===== config.mk =====
export PLATFORM = sky130hd
export DESIGN_NAME = activation_sequencer
export DESIGN_NICKNAME = d
export VERILOG_FILES = /design/src/rtl/act_pkg.sv /design/src/rtl/act_seq_pipe.sv /design/src/rtl/activation_sequencer.sv
export SDC_FILE = /design/constraint.sdc
export NUM_CORES = 1
export LEC_CHECK = 0
export CORE_MARGIN = 3
export CORE_UTILIZATION = 59
export DETAILED_ROUTE_END_ITERATION = 8
export PLACE_DENSITY = 0.87
export SLEW_MARGIN = 10
export SYNTH_ARGS = -nofsm -noshare
export SYNTH_HDL_FRONTEND = slang
export SYNTH_HIERARCHICAL = 1
export SYNTH_SLANG_ARGS = --single-unit

===== constraint.sdc =====
create_clock -name clk -period 7.8 [get_ports clk]
set_input_delay 0.78 -clock clk [delete_from_list [all_inputs] [get_ports clk]]
set_output_delay 0.78 -clock clk [all_outputs]
set_load 0.02 [all_outputs]

===== src/rtl/act_pkg.sv =====
// rtl/act_pkg.sv - shared enums and default widths for the activation stage
package act_pkg;

   localparam int ACT_ADDR_WIDTH    = 8;
   localparam int ACT_ROW_CNT_WIDTH = 9;

   typedef enum logic [1:0] {
      ACT_RELU    = 2'd0,
      ACT_SIGMOID = 2'd1,
      ACT_TANH    = 2'd2,
      ACT_BYPASS  = 2'd3
   } act_sel_e;

   typedef enum logic [1:0] {
      IDLE  = 2'd0,
      CLEAR = 2'd1,
      RUN   = 2'd2,
      DRAIN = 2'd3
   } act_seq_state_e;

endpackage


===== src/rtl/act_seq_pipe.sv =====
// rtl/act_seq_pipe.sv - read/activate/write pipeline valids, advance and written counter
module act_seq_pipe import act_pkg::*; #(
   parameter int ROW_CNT_WIDTH = ACT_ROW_CNT_WIDTH
) (
   input  logic                     clk,
   input  logic                     async_rst,
   input  logic                     flush,
   input  logic                     issue,
   input  logic                     wr_ready,
   output logic                     advance,
   output logic                     s1_valid,
   output logic                     s2_valid,
   output logic [ROW_CNT_WIDTH-1:0] written
);

   // A full output stage that the buffer refuses freezes the whole pipe.
   assign advance = !s2_valid | wr_ready;

   always_ff @(posedge clk or negedge async_rst) begin
      if (!async_rst) begin
         s1_valid <= 1'b0;
         s2_valid <= 1'b0;
         written  <= '0;
      end else if (flush) begin
         s1_valid <= 1'b0;
         s2_valid <= 1'b0;
         written  <= '0;
      end else begin
         if (advance) begin
            s1_valid <= issue;
            s2_valid <= s1_valid;
         end
         if (s2_valid && wr_ready)
            written <= written + 1'b1;
      end
   end

endmodule


===== src/rtl/activation_sequencer.sv =====
// rtl/activation_sequencer.sv - job controller for the activation stage
// ACT_SEQ_PERF_EN adds the stall_cycles/job_cycles counters.
module activation_sequencer import act_pkg::*; #(
   parameter int ADDR_WIDTH    = ACT_ADDR_WIDTH,
   parameter int ROW_CNT_WIDTH = ACT_ROW_CNT_WIDTH
) (
   input  logic                     clk,
   input  logic                     async_rst,
   input  logic                     abort,
   input  logic                     cfg_valid,
   output logic                     cfg_ready,
   input  logic [1:0]               cfg_sel,
   input  logic [ROW_CNT_WIDTH-1:0] cfg_rows,
   input  logic [ADDR_WIDTH-1:0]    cfg_src_base,
   input  logic [ADDR_WIDTH-1:0]    cfg_dst_base,
   output logic                     rd_en,
   output logic [ADDR_WIDTH-1:0]    rd_addr,
   output logic                     act_en,
   output logic                     act_sync_rst,
   output logic [1:0]               act_sel,
   output logic                     wr_en,
   output logic [ADDR_WIDTH-1:0]    wr_addr,
   input  logic                     wr_ready,
   output logic                     busy,
   output logic                     done
`ifdef ACT_SEQ_PERF_EN
   ,
   output logic [31:0]              stall_cycles,
   output logic [31:0]              job_cycles
`endif
);

   act_seq_state_e           state;
   act_sel_e                 sel_q;
   logic [ROW_CNT_WIDTH-1:0] rows_q;
   logic [ROW_CNT_WIDTH-1:0] issued;
   logic [ROW_CNT_WIDTH-1:0] written;
   logic [ADDR_WIDTH-1:0]    src_q;
   logic [ADDR_WIDTH-1:0]    dst_q;
   logic                     advance;
   logic                     s1_valid;
   logic                     s2_valid;
   logic                     cfg_accept;
   logic                     abort_hit;
   logic                     last_write;

   assign cfg_accept = cfg_valid & cfg_ready;
   assign abort_hit  = abort & (state != IDLE);
   assign act_sel    = sel_q;

   assign rd_en   = (state == RUN) & advance & (issued < rows_q);
   assign rd_addr = src_q + ADDR_WIDTH'(issued);
   // CLEAR strobes en together with sync_rst so the unit's output regs load zero.
   assign act_en  = (state == CLEAR) | (s1_valid & advance);
   assign wr_en   = s2_valid;
   assign wr_addr = dst_q + ADDR_WIDTH'(written);

   assign last_write = (state == DRAIN) & s2_valid & wr_ready & (written == rows_q - 1'b1);

   act_seq_pipe #(
      .ROW_CNT_WIDTH (ROW_CNT_WIDTH)
   ) u_pipe (
      .clk       (clk),
      .async_rst (async_rst),
      .flush     (abort_hit | cfg_accept),
      .issue     (rd_en),
      .wr_ready  (wr_ready),
      .advance   (advance),
      .s1_valid  (s1_valid),
      .s2_valid  (s2_valid),
      .written   (written)
   );

   always_ff @(posedge clk or negedge async_rst) begin
      if (!async_rst) begin
         state        <= IDLE;
         cfg_ready    <= 1'b0;
         busy         <= 1'b0;
         done         <= 1'b0;
         act_sync_rst <= 1'b0;
         sel_q        <= ACT_RELU;
         rows_q       <= '0;
         src_q        <= '0;
         dst_q        <= '0;
         issued       <= '0;
      end else begin
         done         <= 1'b0;
         act_sync_rst <= 1'b0;
         case (state)
            IDLE: begin
               cfg_ready <= 1'b1;
               if (cfg_accept) begin
                  rows_q <= cfg_rows;
                  src_q  <= cfg_src_base;
                  dst_q  <= cfg_dst_base;
                  issued <= '0;
                  if (cfg_rows == '0) begin
                     done <= 1'b1;
                  end else begin
                     state        <= CLEAR;
                     cfg_ready    <= 1'b0;
                     busy         <= 1'b1;
                     act_sync_rst <= 1'b1;
                     sel_q        <= act_sel_e'(cfg_sel);
                  end
               end
            end
            CLEAR: state <= RUN;
            RUN: begin
               if (rd_en) begin
                  issued <= issued + 1'b1;
                  if (issued == rows_q - 1'b1)
                     state <= DRAIN;
               end
            end
            DRAIN: begin
               if (last_write) begin
                  state     <= IDLE;
                  done      <= 1'b1;
                  busy      <= 1'b0;
                  cfg_ready <= 1'b1;
                  sel_q     <= ACT_RELU;
               end
            end
            default: state <= IDLE;
         endcase
         if (abort_hit) begin
            state     <= IDLE;
            busy      <= 1'b0;
            done      <= 1'b0;
            cfg_ready <= 1'b1;
            sel_q     <= ACT_RELU;
         end
      end
   end

`ifdef ACT_SEQ_PERF_EN
   always_ff @(posedge clk or negedge async_rst) begin
      if (!async_rst) begin
         stall_cycles <= '0;
         job_cycles   <= '0;
      end else if (cfg_accept) begin
         stall_cycles <= '0;
         job_cycles   <= '0;
      end else begin
         if (s2_valid && !wr_ready && stall_cycles != '1)
            stall_cycles <= stall_cycles + 1'b1;
         if (busy && job_cycles != '1)
            job_cycles <= job_cycles + 1'b1;
      end
   end
`endif

endmodule


Yosys cells after proc, flatten, opt, wreduce, memory -nomap -nowiden:

Index checks and enable logic that the tools add are counted.

* add/sub/neg operators: 5
* $lt $le $gt $ge: 1
* equality and inequality tests: 12
* muxes and demuxes: 37
* bitwise logic cells: 11
* reductions and logical operators: 14

Operators by type and width (count)
* $mux 9: 4
* $add 9x1->9 const B: 2
* $eq 9x9->1: 2
* $mux 1: 18
* $mux 2: 9
* $pmux 9 s2: 1
* $add 8x8->8: 2
* $logic_not 9->1: 1
* $lt 9x9->1: 1
* $ne 3x3->1 const B: 3
* $sub 9x1->9 const B: 1
* $and 1x1->1: 8
* $pmux 2 s4: 1
* $reduce_bool 2->1: 4
* $ne 3x2->1 const B: 2
* $pmux 1 s2: 3
* $reduce_and 5->1: 1
* $eq 2x2->1 const B: 2
* $pmux 2 s2: 1
* $reduce_and 2->1: 2
* $reduce_and 4->1: 1
* $or 1x1->1: 3
* $reduce_and 3->1: 1
* $reduce_bool 3->1: 1
* 6 further kinds: 6

* flip-flop bits (word level): 53
* bits of input ports: 32
* output and inout bits: 25
* logic and storage cells: 93

Depth between registers and ports, before layout:

Gate-level depths: netlist of run 1.

* depth in word-level cells: 7
* depth in mapped cells: 10
* depth with buffers taken out: 9

By module:

The synthesis of run 1 kept the hierarchy.

By module, submodules not included
* activation_sequencer: instances 1, cells an instance 313, area each 3067.9 sq um, sequential area each 1051.0 sq um
* act_seq_pipe: instances 1, cells an instance 52, area each 518.0 sq um, sequential area each 275.3 sq um

Least setup slack after synthesis of run 1:

OpenSTA, ideal clock, no wires.

* path type: register to register
* start point: register rows_q[0]
* end point: register state[0]
* setup time: 0.124 ns
* data arrival time: 2.913 ns
* data required time: 7.676 ns
* setup slack: 4.763 ns
* cell stages (with the launch flop): 10
* path buffers: 0
* clock period less this slack: 3.037 ns
* cells stage by stage: dfrtp_1 inv_1 ha_1 or4b_4 nor4_1 xnor2_1 and4_1 or4b_4 a311o_2 mux2i_1

* word-level cells in the longest chain between the ends: 5
* elaborated cells between the ends (all ways): 10
* those cells by class: add/sub: 1; order compare: 1; eq/ne: 5; bitwise: 2; reduce/logical: 1

Ends and longest elaborated chain
* from (decl): line activation_sequencer.sv:35 `logic [ROW_CNT_WIDTH-1:0] rows_q;`
* from (signal assigned): line activation_sequencer.sv:93 `rows_q <= cfg_rows;`
* $sub 9x1->9: line activation_sequencer.sv:58, activation_sequencer.sv:112
* $eq 9x9->1: line activation_sequencer.sv:58 `assign last_write = (state == DRAIN) & s2_valid & wr_ready & (written == rows_q - 1'b1);`
* $and 1x1->1: line activation_sequencer.sv:58
* $ne 3x3->1 (no line)
* $reduce_and 5->1 (no line) (*)
* to (signal assigned): line activation_sequencer.sv:76 `state <= IDLE;`
* to (signal assigned): line activation_sequencer.sv:100 `state <= CLEAR;`
* to (signal assigned): line activation_sequencer.sv:108 `CLEAR: state <= RUN;`
* to (decl): line activation_sequencer.sv:33 `act_seq_state_e state;`

Mark *: on every way between the ends. The rest lies on a longest branch, timed or not.
A chain may end at the register's enable or synchronous reset.

Worst setup path in the final report of run 1:

* start point: input port wr_ready
* end point: output port rd_en

* word-level cells in the longest chain between the ends: 3

Ends and longest elaborated chain
* from (decl): line activation_sequencer.sv:23 `input logic wr_ready,`
* $or 1x1->1: line act_seq_pipe.sv:17 `assign advance = !s2_valid | wr_ready;`
* via advance: line activation_sequencer.sv:40 `logic advance;`
* $and 1x1->1 (2 in a row): line activation_sequencer.sv:51 `assign rd_en = (state == RUN) & advance & (issued < rows_q);`
* to (decl): line activation_sequencer.sv:16 `output logic rd_en,`

The timed path passes the listed nets, and every way through them passes these cells.

==> results.cfg, run 1 <==
[setup_path]
r2r-start = rows_q[0]
rr_endpoint = state[0]
worstRegToRegCells = 9
critPathKind = in2out
end_kind = primary output
cp.arrival_ns = 3.04
critPathSlowestCell = clkdlybuf4s50_1
critical-path-top-delay-family = buffers and inverters
max_stage_delay_ns = 0.61
path_cells = clkdlybuf4s50_1 -> nand2b_1 -> nor4b_1 -> o21ai_0 -> o21ai_0 -> and2_1 -> clkdlybuf4s50_1
r2r_setup_slack_ns = 4.44
crit_path_max_fanout = 6
path_buf_inv = 2
crit_required_ns = 7.02
start_kind = primary input

[timing]
max_freq_mhz = 262
fin_skew_ns = 0.00601
finalCritPeriodShare_pct = 48.9
slew_headroom_pct = 56.0
slew_violations = 0
rsz0062_at_grt = no
finalWorstSetupSlack_ns = 3.98
tightest_slew_ns = 0.659
finalHoldViolCount = 0
period_minus_slack_ns = 3.82
setup_viol = 0
setup_tns_ns = 0

[synth]
synth_edf_count = 0
synthArstFlopShare_pct = 100
synth_commonest_cells = 53 x dfrtp_1, 32 x inv_1, 30 x ha_1
yosysUniqueCellTypes = 50
synth_cells = 365
synth_ff_type = dfrtp_1
syn_nets = 429
synth_top_area_share_pct = 37.0
synthTopCellsByArea = dfrtp_1 37%, ha_1 10%, mux2_2 8.2%
syn-cell-area_mm2 = 0.00359
yosysMostFrequentCell = dfrtp_1
synth_area_leader_cell = dfrtp_1
synth-seq-area-share_pct = 37.0
avgSynthCellArea_um2 = 9.82
synth-seq-cells = 53
synth_warnings = 6

[finish]
fin_cells = 491
drive_gt1_share_pct = 11.2
num_antenna_cells = 0
regArea_mm2 = 0.00133
syn2layout_area_growth_pct = 20.7
nFillCells = 397
multiInputGateArea_mm2 = 0.00209
final_nets = 482

[global_route]
antenna_found_initial = 0
track_usage_pct = 24.0
overflow = 0
grt_start_max_net_pins = 54
grt_pass1_vias = 2977
grt_pass1_wl_um = 14000

[drt]
num_vias = 2976
wl_per_cell_um = 16.9
drtIter0Drc = 210
wl_um = 8300
drc_errors = 0
dr.pass1.iters = 4
postRouteAntennaNets = 0
vias_per_cell = 6.06

[job]
maxCapViolCount = 0

[floorplan]
pin_count = 57
fp.dieArea_mm2 = 0.00705
die_x_um = 84.0
rows = 27
initial_core_util_pct = 62.8
die_h_um = 84.0
core_area_mm2 = 0.00571

[clocking]
cts_setup_buffers = 0
htreeDepth = 2
cts_hold_buf = 0
root_buffer = clkbuf_8
cts.sinks = 53
clk_path_buf_depth = 2
cts_tree = done
clk_pin_slew_ns = 0.09
cts_made_buffers = 5
cts.repair.resized = 0
insertion_delay_ns = 0.30

[run_status]
status = finished, final reports clean

[place]
place_hpwl_um = 6430
place_ws_ns = 4.00
io_buffer_count = 56
dp.cells = 483
gp_congestion = 0.960

[min_path]
holdPathStages = 1
min_to = act_sel[1]
min_path_type = reg2reg
min_from = act_sel[1]

[pwr]
power_w = 0.00155
cellLeakagePower_nw = 1.93
power_density_mw_per_mm2 = 357
vdd_drop_max_mv = 0.215
==> final cells by class <==
| cell class | instances | area share (%) |
|---|---|---|
| repair buffers | 58 | 13.2 |
| multi-input cells | 268 | 48.2 |
| inverters | 32 | 2.78 |
| clock buffers | 5 | 1.59 |
| flip-flops and latches | 53 | 30.7 |
| well taps | 72 | 2.08 |
| clock inverters | 3 | 1.50 |
==> per-layer routing <==
layer  routed length, µm  GRT usage [%]  vias to the layer above
met1                3610           31.3                     1445
met5                   0              0                        -
li1                    -              -                     1408
met4                 156           7.46                        0
met2                4170           40.7                      105
met3                 367           4.15                       18
==> state kept, by name, indices dropped and copies added, names as in the netlist <==
| register | count |
|---|---|
| rows_q | 9 |
| u_pipe/s2_valid | 1 |
| u_pipe/written | 9 |
| state | 2 |
| busy | 1 |
| src_q | 8 |
| act_sync_rst | 1 |
| issued | 9 |
| u_pipe/s1_valid | 1 |
| dst_q | 8 |
| act_sel | 2 |
| cfg_ready | 1 |
| done | 1 |
==> placed cells by master (no fill, tap or decap), types with 4 or more instances in the layout <==
| cell | Yosys | layout |
|---|---|---|
| nand2_1 | 18 | 18 |
| mux2_2 | 26 | 26 |
| dfrtp_1 | 53 | 53 |
| nand3_1 | 11 | 11 |
| nor4_1 | 4 | 4 |
| a21o_1 | 5 | 5 |
| xnor2_1 | 25 | 25 |
| o21bai_1 | 4 | 4 |
| ha_1 | 30 | 30 |
| clkdlybuf4s50_1 | 0 | 55 |
| mux2i_1 | 6 | 6 |
| o21ai_0 | 17 | 17 |
| o31ai_1 | 5 | 5 |
| xor2_1 | 14 | 14 |
| inv_1 | 32 | 32 |
| or3_1 | 4 | 4 |
| a21oi_1 | 27 | 27 |
| nor2_1 | 15 | 15 |
| clkbuf_8 | 0 | 5 |
| nand4_1 | 8 | 8 |
==> cell families (layout without fill, tap and decap cells) <==
kind of cell               Yosys count  count (layout)  share of synthesized area, %
DFF                                 53              53                          37.0
and+or+nand+nor                     86              86                          13.3
xor gates and xnor gates            39              39                          9.53
muxes                               32              32                          9.84
adders and majority gates           33              33                          11.9
AOI/OAI and AO/OA                   78              78                          13.6
buffers and inverters               44              98                          4.85
==> worst max path at each step <==
stage              start  endpoint  slack (ns)  cells past startpoint
2_1_floorplan  rows_q[0]  state[0]        4.76                      9
3_3_place_gp    wr_ready     rd_en        4.07                      7
3_5_place_dp    wr_ready     rd_en        4.00                      7
4_1_cts         wr_ready     rd_en        3.99                      7
5_1_grt         wr_ready     rd_en        3.88                      7
6_report        wr_ready     rd_en        3.98                      7
==> through the flow <==
stage / util, % / instance area (µm²) / hold WS (ns)
floorplan: - / 3590 / 0.484
global placement: 73.4 / 4190 / 0.492
detailed placement: 73.4 / 4190 / 0.499
CTS: 75.8 / 4330 / 0.522
global route: 75.8 / 4330 / 0.548
finish: 75.8 / 4330 / 0.522
==> power by group <==
part           switching [W]  leakage, nW  internal (W)
combinational       0.000434         1.19      0.000414
sequential          0.000115        0.676      0.000366
clock              0.0000888       0.0681      0.000127
==> worst register-to-register path: cells and delay by family, from the launching register on <==
| kind | cells | cell delay, ns |
|---|---|---|
| AND/OR/NAND/NOR | 4 | 1.62 |
| flip-flops | 1 | 0.46 |
| AO/OA/AOI/OAI | 1 | 0.44 |
| adder cells (fa/ha/maj) | 1 | 0.29 |
| XOR/XNOR | 1 | 0.17 |
| buffers and inverters | 1 | 0.14 |
| multiplexers | 1 | 0.13 |
Note: power is estimated with default switching activity, not from simulation.
==> run 2: changes to the inputs <==
Settings changed: CORE_UTILIZATION 59 to 54, PLACE_DENSITY 0.87 to 0.8.
Clock period 7.8 ns to 3.9 ns, I/O delays scaled along.
==> run 2 against run 1 <==
- clock power rose by 40%
- sequential share of layout area rose by 0.32 points
- critical path depth rose by 2
- final cell count rose by 1.0%
- global-route usage fell by 2.8 points
- via count fell by 3.2%
- non-clock buffer count did not move
- critical endpoint is now state[0]
- largest cell class unchanged
- largest power group unchanged
==> results.cfg, run 2 (same netlist as run 1, synthesis figures left out) <==
[clocking]
root_buffer = clkbuf_8
cts_setup_buffers = 0
insertion_delay_ns = 0.31
cts_hold_buf = 0
cts.repair.resized = 0
cts.sinks = 53
cts_made_buffers = 5
htreeDepth = 2
clk_pin_slew_ns = 0.10
cts_tree = done
clk_path_buf_depth = 2

[global_route]
overflow = 0
track_usage_pct = 21.2
grt_pass1_vias = 2698
grt_pass1_wl_um = 12700
antenna_found_initial = 0
grt_start_max_net_pins = 54

[finish]
layout_common_cells = 55 x clkdlybuf4s50_1, 53 x dfrtp_1, 32 x inv_1, 30 x ha_1, 27 x a21oi_1
nFillCells = 532
final_common_cell = clkdlybuf4s50_1
num_antenna_cells = 0
reg.largest.list = issued (9), rows_q (9), u_pipe/written (9)
final_nets = 482
syn2layout_area_growth_pct = 19.4
drive_gt1_share_pct = 11.0
stdcell_area_mm2 = 0.00428

[setup_path]
critical-path-top-delay-family = simple AND/OR/NAND/NOR gates
start_kind = flip-flop
max_stage_delay_ns = 0.52
path_cells = inv_1 -> ha_1 -> or4b_4 -> nor4_1 -> xnor2_1 -> and4_1 -> or4b_4 -> a311o_2 -> mux2i_1
cp.arrival_ns = 3.48
path_buf_inv = 1
crit_required_ns = 4.10
end_kind = flip-flop
critPathKind = reg2reg
r2r_setup_slack_ns = 0.63
r2r-start = rows_q[0]
crit_path_max_fanout = 6
rr_endpoint = state[0]
crit_top_cell = or4b_4
worstRegToRegCells = 9
critPathSlowestCell = or4b_4

[place]
place_hpwl_um = 6100
gp_congestion = 0.960
place_ws_ns = 0.651
placed_cell_area_mm2 = 0.00420
io_buffer_count = 56

[drt]
wl_per_cell_um = 16.0
num_vias = 2882
drc_errors = 0
postRouteAntennaNets = 0
wl_um = 7930
drtIter0Drc = 134
dr.pass1.iters = 6
vias_per_cell = 5.81

[floorplan]
rows = 29
pin_count = 57
fp.dieArea_mm2 = 0.00765
die_h_um = 87.5
core_area_mm2 = 0.00639
die_x_um = 87.5
initial_core_util_pct = 56.2

[timing]
max_freq_mhz = 305
setup_tns_ns = 0
period_minus_slack_ns = 3.27
finalWorstSetupSlack_ns = 0.626
tightest_slew_ns = 0.683
slew_violations = 0
rsz0062_at_grt = no
fin_skew_ns = 0.0141
slew_headroom_pct = 54.4
finalCritPeriodShare_pct = 83.9
finalHoldViolCount = 0
setup_viol = 0

[job]
maxCapViolCount = 0

[pwr]
vdd_drop_max_mv = 0.441
power_density_mw_per_mm2 = 681
cellLeakagePower_nw = 1.91
power_w = 0.00292

[min_path]
min_path_type = in2async

[run_status]
status = finished, final reports clean
==> run 2: metrics by stage <==
step                      std cells  hold WS (ns)  util (%)
final                           496         0.206      67.0
after global routing            496         0.251      67.0
after CTS                       496         0.227      67.0
after detailed placement        488         0.501      65.8
after global placement          488         0.494      65.8
after floorplan                 365        0.0944         -
==> run 2: area by class of cell <==
type / instances / area, µm² / area share [%]
repair buffers: 58 / 571 / 13.3
clock inverters: 2 / 10.0 / 0.234
clock buffers: 6 / 72.6 / 1.69
inverters: 32 / 120 / 2.81
flip-flops and latches: 53 / 1330 / 31.0
well taps: 77 / 96.3 / 2.25
multi-input cells: 268 / 2090 / 48.7
==> run 2: worst max-delay path by stage <==
stage / startpoint / endpoint / slack [ns] / cells past startpoint
6_report: rows_q[0] / state[0] / 0.63 / 9
5_1_grt: rows_q[0] / state[0] / 0.44 / 9
4_1_cts: rows_q[0] / state[0] / 0.63 / 9
3_5_place_dp: rows_q[0] / state[0] / 0.65 / 9
3_3_place_gp: rows_q[0] / state[1] / 0.72 / 9
2_1_floorplan: rows_q[0] / state[0] / 0.86 / 9
==> run 2: report_power, final <==
group / total, W / leakage, nW / internal, W / switching, W
Combinational: 0.00167 / 1.19 / 0.000823 / 0.000846
Sequential: 0.000946 / 0.676 / 0.000733 / 0.000213
Clock: 0.000302 / 0.0450 / 0.000125 / 0.000177
Total: 0.00292 / 1.91 / 0.00168 / 0.00124
==> run 2: per-layer routing <==
| metal | up-vias | part of all wire [%] | track usage, % |
|---|---|---|---|
| li1 | 1403 | - | - |
| met1 | 1401 | 48 | 29.8 |
| met2 | 66 | 47 | 34.0 |
| met3 | 12 | 3.3 | 3.12 |
| met4 | 0 | 1.7 | 6.28 |
| met5 | - | 0 | 0 |
==> run 2: worst register-to-register path: stages, from the launching register on <==
cell and delay [ns]:
dfrtp_1 0.43, inv_1 0.12, ha_1 0.26, or4b_4 0.52
nor4_1 0.41, xnor2_1 0.18, and4_1 0.19, or4b_4 0.50
a311o_2 0.43, mux2i_1 0.13
